$ cat src/rtl/bank_arbiter.sv
// Round-robin arbiter feeding one memory bank; returns read data to the issuing port.
// Latency: command on bank pins 1 cycle after accept, read response READ_LAT cycles later.
// Backpressure: one-hot req_ready grant; optional conflict counter under BANK_ARB_STATS_EN.
module bank_arbiter #(
  parameter int NUM_PORTS = 4,
  parameter int ADDR_W    = 8,
  parameter int DATA_W    = 8,
  parameter int READ_LAT  = 1
) (
  input  logic                        clk,
  input  logic                        reset,
  input  logic [NUM_PORTS-1:0]        req_valid,
  input  logic [NUM_PORTS-1:0]        req_we,
  input  logic [NUM_PORTS*ADDR_W-1:0] req_addr,
  input  logic [NUM_PORTS*DATA_W-1:0] req_wdata,
  output logic [NUM_PORTS-1:0]        req_ready,
  output logic [NUM_PORTS-1:0]        resp_valid,
  output logic [DATA_W-1:0]           resp_data,
  output logic [ADDR_W-1:0]           bank_addr,
  output logic [DATA_W-1:0]           bank_data_in,
  output logic                        bank_read_enable,
  output logic                        bank_write_enable,
  input  logic [DATA_W-1:0]           bank_data_out,
  input  logic                        bank_valid_out
`ifdef BANK_ARB_STATS_EN
  ,
  output logic [15:0]                 conflict_cnt
`endif
);

  localparam int            PW   = (NUM_PORTS > 1) ? $clog2(NUM_PORTS) : 1;
  localparam logic [PW:0]   NP   = (PW+1)'(NUM_PORTS);
  localparam logic [PW-1:0] LAST = PW'(NUM_PORTS - 1);

  typedef struct packed {
    logic              we;
    logic [ADDR_W-1:0] addr;
    logic [DATA_W-1:0] data;
  } cmd_t;

  typedef struct packed {
    logic          vld;
    logic [PW-1:0] id;
  } tag_t;

  logic [PW-1:0] rr_ptr;
  logic [PW-1:0] grant_id;
  logic [PW-1:0] cmd_id;
  logic [PW:0]   idx;
  logic          found;
  cmd_t          sel;
  tag_t          tag_q [READ_LAT];
  tag_t          tag_out;

  // Search upward from rr_ptr with wrap; idx never exceeds 2*NUM_PORTS-2.
  always_comb begin
    req_ready = '0;
    grant_id  = '0;
    found     = 1'b0;
    idx       = '0;
    for (int k = 0; k < NUM_PORTS; k++) begin
      idx = {1'b0, rr_ptr} + (PW+1)'(k);
      if (idx >= NP) idx = idx - NP;
      if (!found && req_valid[idx[PW-1:0]]) begin
        found    = 1'b1;
        grant_id = idx[PW-1:0];
      end
    end
    if (found) req_ready[grant_id] = 1'b1;
  end

  always_comb begin
    sel = '0;
    for (int i = 0; i < NUM_PORTS; i++) begin
      if (grant_id == PW'(i)) begin
        sel.we   = req_we[i];
        sel.addr = req_addr[i*ADDR_W +: ADDR_W];
        sel.data = req_wdata[i*DATA_W +: DATA_W];
      end
    end
  end

  always_ff @(posedge clk or posedge reset) begin
    if (reset) begin
      rr_ptr            <= '0;
      cmd_id            <= '0;
      bank_addr         <= '0;
      bank_data_in      <= '0;
      bank_read_enable  <= 1'b0;
      bank_write_enable <= 1'b0;
    end else begin
      bank_read_enable  <= 1'b0;
      bank_write_enable <= 1'b0;
      if (found) begin
        bank_addr         <= sel.addr;
        bank_data_in      <= sel.data;
        bank_read_enable  <= ~sel.we;
        bank_write_enable <= sel.we;
        cmd_id            <= grant_id;
        rr_ptr            <= (grant_id == LAST) ? '0 : grant_id + 1'b1;
      end
    end
  end

  // Tag enters alongside the read_enable the bank samples, so it lines up with valid_out.
  always_ff @(posedge clk or posedge reset) begin
    if (reset) begin
      for (int k = 0; k < READ_LAT; k++) tag_q[k] <= '0;
    end else begin
      tag_q[0] <= '{vld: bank_read_enable, id: cmd_id};
      for (int k = 1; k < READ_LAT; k++) tag_q[k] <= tag_q[k-1];
    end
  end

  assign tag_out = tag_q[READ_LAT-1];

  always_comb begin
    resp_valid = '0;
    for (int i = 0; i < NUM_PORTS; i++)
      resp_valid[i] = bank_valid_out & tag_out.vld & (tag_out.id == PW'(i));
  end

  assign resp_data = bank_data_out;

`ifdef BANK_ARB_STATS_EN
  logic multi_req;
  assign multi_req = (req_valid & (req_valid - NUM_PORTS'(1))) != '0;

  always_ff @(posedge clk or posedge reset) begin
    if (reset)
      conflict_cnt <= '0;
    else if (multi_req && conflict_cnt != 16'hFFFF)
      conflict_cnt <= conflict_cnt + 16'd1;
  end
`endif

endmodule

$ cat config.mk
export PLATFORM = sky130hd
export DESIGN_NAME = bank_arbiter
export DESIGN_NICKNAME = d
export VERILOG_FILES = /design/src/rtl/bank_arbiter.sv
export SDC_FILE = /design/constraint.sdc
export NUM_CORES = 1
export LEC_CHECK = 0
export CAP_MARGIN = 5
export CORE_AREA = 4 4 75 77
export CTS_CLUSTER_DIAMETER = 80
export DETAILED_ROUTE_END_ITERATION = 12
export DIE_AREA = 0 0 79 81
export GPL_TIMING_DRIVEN = 0
export PLACE_DENSITY = 0.79
export SYNTH_ARGS = -nofsm -noshare
export SYNTH_HDL_FRONTEND = slang
export SYNTH_SLANG_ARGS = --single-unit
$ cat constraint.sdc
create_clock -name clk -period 2.6 [get_ports clk]
set_clock_uncertainty 0.1 [all_clocks]
set_input_delay 0.26 -clock clk [delete_from_list [all_inputs] [get_ports clk]]
set_output_delay 0.26 -clock clk [all_outputs]
set_load 0.01 [all_outputs]
Word level (Yosys, flattened, before mapping)
Index checks and enable logic that the tools add are counted.
{ "totals": {"wordCells": 77, "reg_bits": 25, "output_inout_bits": 34, "in_bits": 83} }
{ "op_classes": {"n_addsub": 8, "n_lt_le_gt_ge": 10, "eq_ne": 6, "n_mux": 30, "n_bitwise": 6, "n_reduce_logical": 9} }
{ "ops": {"columns": ["op", "n"], "rows": [
  ["$mux W17", 4],
  ["$mux W2", 9],
  ["$lt A2 B3 Y1 const B", 5],
  ["$mux W1", 11],
  ["$ge A3 B3 Y1 const B", 3],
  ["$bmux W1 S2", 4],
  ["$eq A2 B2 Y1 const B", 4],
  ["$sub A2 B1 Y2 const B", 4],
  ["$add A2 B2 Y3 const B", 2],
  ["$and A1 B1 Y1", 5],
  ["$eq A2 B1 Y1 const B", 2],
  ["$logic_and A1 B1 Y1", 4],
  ["$logic_not A2 Y1", 2],
  ["$mux W4", 1],
  ["$add A2 B1 Y3 const B", 1],
  ["$ge A2 B3 Y1 const B", 1],
  ["$logic_not A1 Y1", 3],
  ["$add A2 B1 Y2 const B", 1],
  ["$demux W1 S2", 1],
  ["$ge A2 B1 Y1 const B", 1],
  ["$not A1 Y1", 1]
]} }

Depth between registers and ports, before layout
Gate-level depths: netlist of run 1.
{ "logic_depth": {"depth_word": 21, "depth_mapped": 9} }

Least setup slack after synthesis of run 1
Ideal clock, no wire load.
{ "synth_timing": {"kind": "reg-to-reg", "from": "register rr_ptr[0]", "to": "register bank_read_enable", "path_stages_with_launch": 9, "slack_ns": 0.409, "t_arrival_ns": 2.025, "path_buffers": 1, "path_cell_list": "dfrtp_1 > nor2b_1 > o21a_1 > or3_1 > ha_1 > buf_2 > and3b_1 > a2111oi_2 > o31a_1"} }
{ "synth_via": {"elab_chain_cells": 21} }
{ "synth_lines": {"columns": ["item", "line_no", "source"], "rows": [
  ["from (decl)", "46", "logic [PW-1:0] rr_ptr;"],
  ["from (signal assigned)", "100", "rr_ptr <= (grant_id == LAST) ? '0 : grant_id + 1'b1;"],
  ["parallel branches: the longest is 20 deep, another holds $add A2 B1 Y3", null, null],
  ["$mux W1 *", "94", "if (found) begin"],
  ["to (signal assigned)", "97", "bank_read_enable <= ~sel.we;"],
  ["to (decl)", "21", "output logic bank_read_enable,"]
]} }
Every way passes the cells marked *. The select of a mux whose other input is x is not followed.
A chain may end at the register's enable or synchronous reset.

Final worst setup path of run 1
{ "layout_timing": {"from": "register rr_ptr[0]", "to": "output port req_ready[0]"} }
{ "layout_via": {"elab_chain_cells": 19} }
{ "layout_lines": {"columns": ["item", "line_no", "source"], "rows": [
  ["parallel branches: the longest is 18 deep, another holds $add A2 B1 Y3", null, null],
  ["$mux W4 *", "69", "if (found) req_ready[grant_id] = 1'b1;"],
  ["to (decl)", "16", "output logic [NUM_PORTS-1:0] req_ready,"]
]} }
Marks and branches as above.

==> results of run 1 <==
==> path summary, 6_finish.rpt <==
| path | from | to | slack [ns] | cells past startpoint |
|---|---|---|---|---|
| setup reg to reg | rr_ptr[0]$_DFFE_PP0N_ | bank_addr[0]$_DFFE_PP0N_ | 0.26 | 9 |
| max in group asynchronous | reset | bank_addr[0]$_DFFE_PP0N_ | 1.41 | 2 |
| setup / recovery | rr_ptr[0]$_DFFE_PP0N_ | req_ready[0] | 0.15 | 7 |
| hold / removal | cmd_id[0]$_DFFE_PP0N_ | tag_out[0]$_DFF_PP0_ | 0.28 | 0 |
| hold reg to reg | cmd_id[0]$_DFFE_PP0N_ | tag_out[0]$_DFF_PP0_ | 0.28 | 0 |
| min in group asynchronous | reset | tag_out[2]$_DFF_PP0_ | 0.40 | 2 |
==> flip-flops by register name, indices dropped and copies added (netlist names) <==
| register | count |
|---|---|
| bank_addr | 8 |
| bank_data_in | 8 |
| bank_read_enable | 1 |
| bank_write_enable | 1 |
| cmd_id | 2 |
| rr_ptr | 2 |
| tag_out | 3 |
==> cell families after synthesis <==
kind of cell	count (synthesis)	synth area share (%)
adders and majority gates	4	2.89
and+or+nand+nor	62	20.1
AOI/OAI and AO/OA	73	28.0
buffers and inverters	44	12.8
DFF	25	36.2
==> power groups by stage <==
stage	Combinational, mW	Sequential (mW)	Clock, mW
after detailed placement	1.54	0.690	0
after CTS	1.65	0.683	0.248
after global routing	1.80	0.712	0.261
final	1.67	0.684	0.244
after global placement	1.51	0.682	0
after floorplan	0.785	0.745	0
==> cell type report <==
type,count,area share (%)
Sequential cell,25,20.5
Inverter,18,2.21
Buffer,23,5.57
Tap cell,70,2.87
Clock inverter,1,0.246
Clock buffer,3,1.35
Timing Repair Buffer,115,36.9
Multi-Input combinational cell,139,30.4
==> routing by layer <==
metal  GRT usage (%)  vias up  share of wire [%]
met3            5.76       14                9.4
met4            5.15        0                1.8
met1            21.9      954                 39
li1                -      962                  -
met2            34.4      107                 50
met5               0        -                  0
==> layout by cell type, fill, tap and decap left out, types with 2 or more instances in the layout <==
cell type / instances
dfrtp_1: 25
clkdlybuf4s50_1: 100
ha_2: 2
clkbuf_8: 4
ha_4: 2
nand2_1: 6
nor3_1: 2
nand3b_1: 16
and2_1: 3
and2_4: 2
nor4_1: 2
dlygate4sd2_1: 6
buf_2: 5
nor2b_1: 4
a21oi_1: 48
buf_6: 5
clkbuf_1: 4
buf_4: 15
a221o_1: 16
nor2_1: 19
inv_1: 18
==> worst register-to-register path: stages, from the launching register on <==
cell and delay, ns:
dfrtp_1 0.39, nor2b_1 0.08, o21ba_2 0.25, nor3_2 0.21
buf_4 0.14, ha_2 0.18, buf_4 0.17, clkbuf_1 0.45
a221o_1 0.20, a21oi_1 0.06
==> per-stage QoR <==
| step | TNS [ns] | std cells | total power [mW] | hold WS (ns) | util [%] |
|---|---|---|---|---|---|
| detailed placement | -6.71 | 386 | 2.23 | 0.263 | 57.8 |
| CTS | -0.0277 | 393 | 2.58 | 0.285 | 60.7 |
| floorplan | 0 | 208 | 1.53 | 0.187 | - |
| global placement | -5.86 | 386 | 2.19 | 0.259 | 57.8 |
| finish | 0 | 394 | 2.60 | 0.282 | 61.0 |
| global route | 0 | 394 | 2.78 | 0.303 | 61.0 |
==> what timing repair did <==
| item | CTS | global route |
|---|---|---|
| buffers inserted | 6 | 1 |
| gates resized for setup | 27 | 3 |
| hold buffers | 0 | 0 |
| pin swaps | 4 | 1 |
| setup endpoints to repair | 5 | 7 |
==> out/summary.txt, run 1 <==
Synth Instances = 208
final count of negative-setup-slack endpoints = 0
I/O pin cnt = 117
min-delay worst type = flip-flop to flip-flop
total global-route track usage = 19.1%
CTS tree = done
RSZ-0062 raised after global routing = false
Yosys warning total = 0
Nets = 412
CP endpoint kind = output pin
P per Cell Area = 850 mW/mm2
Pre-antenna DRT Iters = 4
Mapped Nets = 295
largest area contributor in the netlist = dfrtp_1
routed len/inst = 15.9 um
drt total wl = 6280 um
VDD IR max = 408 uV
fraction of registers with async set/reset = 100%
Reg power frac = 26.3%
Die W = 79 um
Final Max Tran Viols = 0
Post-synth EDFFs = 0
register area share after synthesis = 36.2%
Cell Area, Placed = 0.00290 mm2
die area = 0.00640 mm2
H-tree depth = 1
Largest delay share family, worst path = simple AND/OR/NAND/NOR gates
Seq cells post-synth = 25
top-area cell type share of the netlist area = 36.2%
final worst setup slack = 0.148 ns
Via density = 5.17
startpoint types = flip-flop
global placement routability congestion = 0.776
largest net degree at the start of global routing = 26
vias in the first global route = 1997
initial antenna violation count = 0
ANT nets after route = 0
internal power = 1.60 mW
floorplan core area = 0.00501 mm2
initial core utilization = 34.5%
floorplan row count = 26
drt drc = 0
net switching power = 999 uW
critical path peak fanout = 10
slowest stage cell, crit path = dfrtp_1
worst path bufs/invs = 2
first-pass GRT wire length = 9580 um
most common cell in the netlist = a21oi_1
status = complete, no violations
clock share of power = 9.4%
Mean Syn Cell Area = 8.31 um2
kind of critical path = flip-flop to output pin
area of the multi-input gates = 928 um2
Ant. Diodes = 0
Cell Area, Synth = 0.00173 mm2
top_reg_cell synth = dfrtp_1
clock slew at reported path FFs = 0.10 ns
die height = 81 um
WP data arrival = 2.09 ns
data required time of the worst path = 2.24 ns
CTS Sinks = 25
grt total ovfl = 0
pre-CTS WS = -0.793 ns
via count = 2037
hpwl dp = 4650 um
endpoints failing hold = 0
commonest cells in the netlist = a21oi_1 (48), dfrtp_1 (25), nor2_1 (19), inv_1 (18)
IO buf count = 108
final critical-path required period = 2.45 ns
max incr delay on CP = 0.39 ns
Logic pwr share = 64.3%
Iteration-0 DRC Markers = 119
proportion of layout cells with a drive suffix above 1 = 13.3%
top cells by area, synth = dfrtp_1 (36%), a21oi_1 (14%), a221o_1 (9.3%)
worst slew pin tran = 0.961 ns
Max-cap violations = 0
clk_lat worst skew = 0.27 ns
CTS Buf Count = 3
Filler cells = 458
critical path, cell by cell = nor2b_1, o21ba_2, or3_4, ha_4, buf_6, and2_4, dlygate4sd2_1
area grow syn2layout = 76.8%
Max Clk Rate = 408 MHz
period utilization = 94.3%
leak pwr = 1.30 nW
Cell variety after synth = 32
sw frac = 38.5%
Slew Limit Headroom = 35.9%
Max Root-Sink Buffers = 2
Final Cell Area = 0.00306 mm2
Reg area = 626 um2
root buffer cell = clkbuf_8
(Power assumes the default switching activity.)
==> inputs of run 2 (changes only) <==
--- a/config.mk
+++ b/config.mk
@@ -5,6 +5,7 @@
 export SDC_FILE = /design/constraint.sdc
 export NUM_CORES = 1
 export LEC_CHECK = 0
+export ABC_CLOCK_PERIOD_IN_PS = 2600
 export CAP_MARGIN = 5
 export CORE_AREA = 4 4 75 77
 export CTS_CLUSTER_DIAMETER = 80
==> results of run 2 <==
Same layout as run 1: the final DEF is identical, and so are final timing and power.
==> inputs of run 3 (changes only) <==
--- a/config.mk
+++ b/config.mk
@@ -5,8 +5,8 @@
 export SDC_FILE = /design/constraint.sdc
 export NUM_CORES = 1
 export LEC_CHECK = 0
-export ABC_CLOCK_PERIOD_IN_PS = 2600
-export CAP_MARGIN = 5
+export ABC_CLOCK_PERIOD_IN_PS = 2300
+export CAP_MARGIN = 20
 export CORE_AREA = 4 4 75 77
 export CTS_CLUSTER_DIAMETER = 80
 export DETAILED_ROUTE_END_ITERATION = 12
==> constraint.sdc (replaced) <==
create_clock -name clk -period 2.3 [get_ports clk]
set_clock_uncertainty 0.1 [all_clocks]
set_input_delay 0.23 -clock clk [delete_from_list [all_inputs] [get_ports clk]]
set_output_delay 0.23 -clock clk [all_outputs]
set_load 0.01 [all_outputs]
==> run 3 against run 2 <==
Flip-flop and latch count unchanged; worst setup slack lost 0.13 ns; core utilization up 2.5 points; total power grew 20%; sequential power up 14%; final area increased by 4.2%; critical path type unchanged; largest power group unchanged; highest routed layer unchanged.
==> out/summary.txt, run 3 (same netlist as run 1, synthesis figures left out) <==
endpoints failing hold = 0
initial core utilization = 34.5%
global placement routability congestion = 0.776
max incr delay on CP = 0.41 ns
P per Cell Area = 976 mW/mm2
Max-cap violations = 0
IO buf count = 108
I/O pin cnt = 117
ANT nets after route = 0
grt total ovfl = 0
Slew Limit Headroom = 65.7%
largest net degree at the start of global routing = 26
Logic pwr share = 66.3%
Ant. Diodes = 0
H-tree depth = 1
kind of critical path = flip-flop to output pin
sw frac = 37.8%
floorplan row count = 26
CTS Buf Count = 3
root buffer cell = clkbuf_8
drt drc = 0
reg2reg start = rr_ptr[0]$_DFFE_PP0N_
final count of negative-setup-slack endpoints = 0
Critical Path Start = rr_ptr[0]$_DFFE_PP0N_
clk_lat worst skew = 0.27 ns
worst slew pin tran = 0.510 ns
most frequent cells in the layout = clkdlybuf4s50_1 (100), a21oi_1 (47), dfrtp_1 (25)
final critical-path required period = 2.28 ns
Iteration-0 DRC Markers = 98
commonest non-fill, non-tap cell in the layout = clkdlybuf4s50_1
Max Clk Rate = 438 MHz
drt total wl = 6490 um
via count = 2078
initial antenna violation count = 0
WP data arrival = 1.95 ns
Reg power frac = 25.0%
RSZ-0062 raised after global routing = true
Fin Setup TNS = 0 ns
die area = 0.00640 mm2
critical path, cell by cell = nor2b_2, o21ba_4, or3_4, ha_4, buf_6, and2_4, buf_2
period utilization = 99.3%
Die W = 79 um
clock share of power = 8.7%
VDD IR max = 458 uV
final hold slack = 0.0339 ns
Via density = 5.20
net switching power = 1.17 mW
proportion of layout cells with a drive suffix above 1 = 18.5%
hpwl dp = 4650 um
vias in the first global route = 2037
clock slew at reported path FFs = 0.09 ns
total global-route track usage = 19.3%
final worst setup slack = 0.0151 ns
routed len/inst = 16.2 um
CTS Sinks = 25
Pre-antenna DRT Iters = 4
Nets = 418
area grow syn2layout = 84.2%
floorplan core area = 0.00501 mm2
startpoint types = flip-flop
Hold-fix buffers, CTS = 0
pre-CTS WS = -1.03 ns
Max Root-Sink Buffers = 2
data required time of the worst path = 1.97 ns
slowest stage cell, crit path = dfrtp_1
die height = 81 um
first-pass GRT wire length = 9720 um
min-delay worst type = primary input to asynchronous set/reset pin
CP endpoint kind = output pin
CTS tree = done
leak pwr = 1.35 nW
critical path peak fanout = 10
Final Max Tran Viols = 0
status = complete, no violations
internal power = 1.93 mW
==> run 3: what timing repair did <==
| action | in CTS | in global routing |
|---|---|---|
| setup endpoints to repair | 22 | 21 |
| pin swaps | 8 | 7 |
| resized for setup | 36 | 34 |
| setup buffers | 9 | 3 |
==> run 3: layout make-up <==
class | instances | area, um2
clock buffer | 3 | 41.3
multi-input combinational | 139 | 978
tap | 70 | 87.6
clock inverter | 1 | 7.51
sequential | 25 | 626
buffer | 23 | 196
fill | 445 | 1830
timing repair buffer | 121 | 1180
inverter | 18 | 67.6
==> run 3: path summary, 6_finish.rpt <==
check | end | slack [ns] | cells after the start
max reg2reg | bank_read_enable$_DFF_PP0_ | 0.03 | 8
max in group asynchronous | bank_addr[2]$_DFFE_PP0N_ | 1.71 | 3
max | req_ready[0] | 0.02 | 7
min reg2reg | tag_out[0]$_DFF_PP0_ | 0.28 | 0
min | tag_out[2]$_DFF_PP0_ | 0.03 | 2
min in group clk | tag_out[0]$_DFF_PP0_ | 0.28 | 0
==> run 3: worst max-delay path, delay by kind of cell, from the launching register on <==
kind | cells | cell delay (ns)
buf+inv | 2 | 0.26
fa+ha+maj | 1 | 0.18
flops | 1 | 0.41
simple gates | 3 | 0.61
compound gates | 1 | 0.21
==> run 3: power by group through the flow <==
stage	registers (mW)	logic [mW]	clock network [mW]
2_1_floorplan	0.842	0.888	0
3_3_place_gp	0.771	1.71	0
3_5_place_dp	0.780	1.74	0
4_1_cts	0.772	1.91	0.280
5_1_grt	0.809	2.22	0.295
6_report	0.778	2.06	0.269
==> run 3: per-stage QoR <==
step	total power, mW	cells	util [%]	cell area [um2]
after floorplan	1.73	208	-	1730
after global placement	2.48	386	57.8	2900
after detailed placement	2.52	386	57.8	2900
after CTS	2.96	396	61.3	3070
after global routing	3.33	400	63.6	3180
final	3.11	400	63.6	3180
==> run 3: per-layer routing <==
| layer | share of wire, % | track usage [%] |
|---|---|---|
| met1 | 39 | 22.2 |
| met2 | 50 | 35.2 |
| met3 | 9.3 | 5.76 |
| met4 | 1.5 | 4.64 |
| met5 | 0 | 0 |
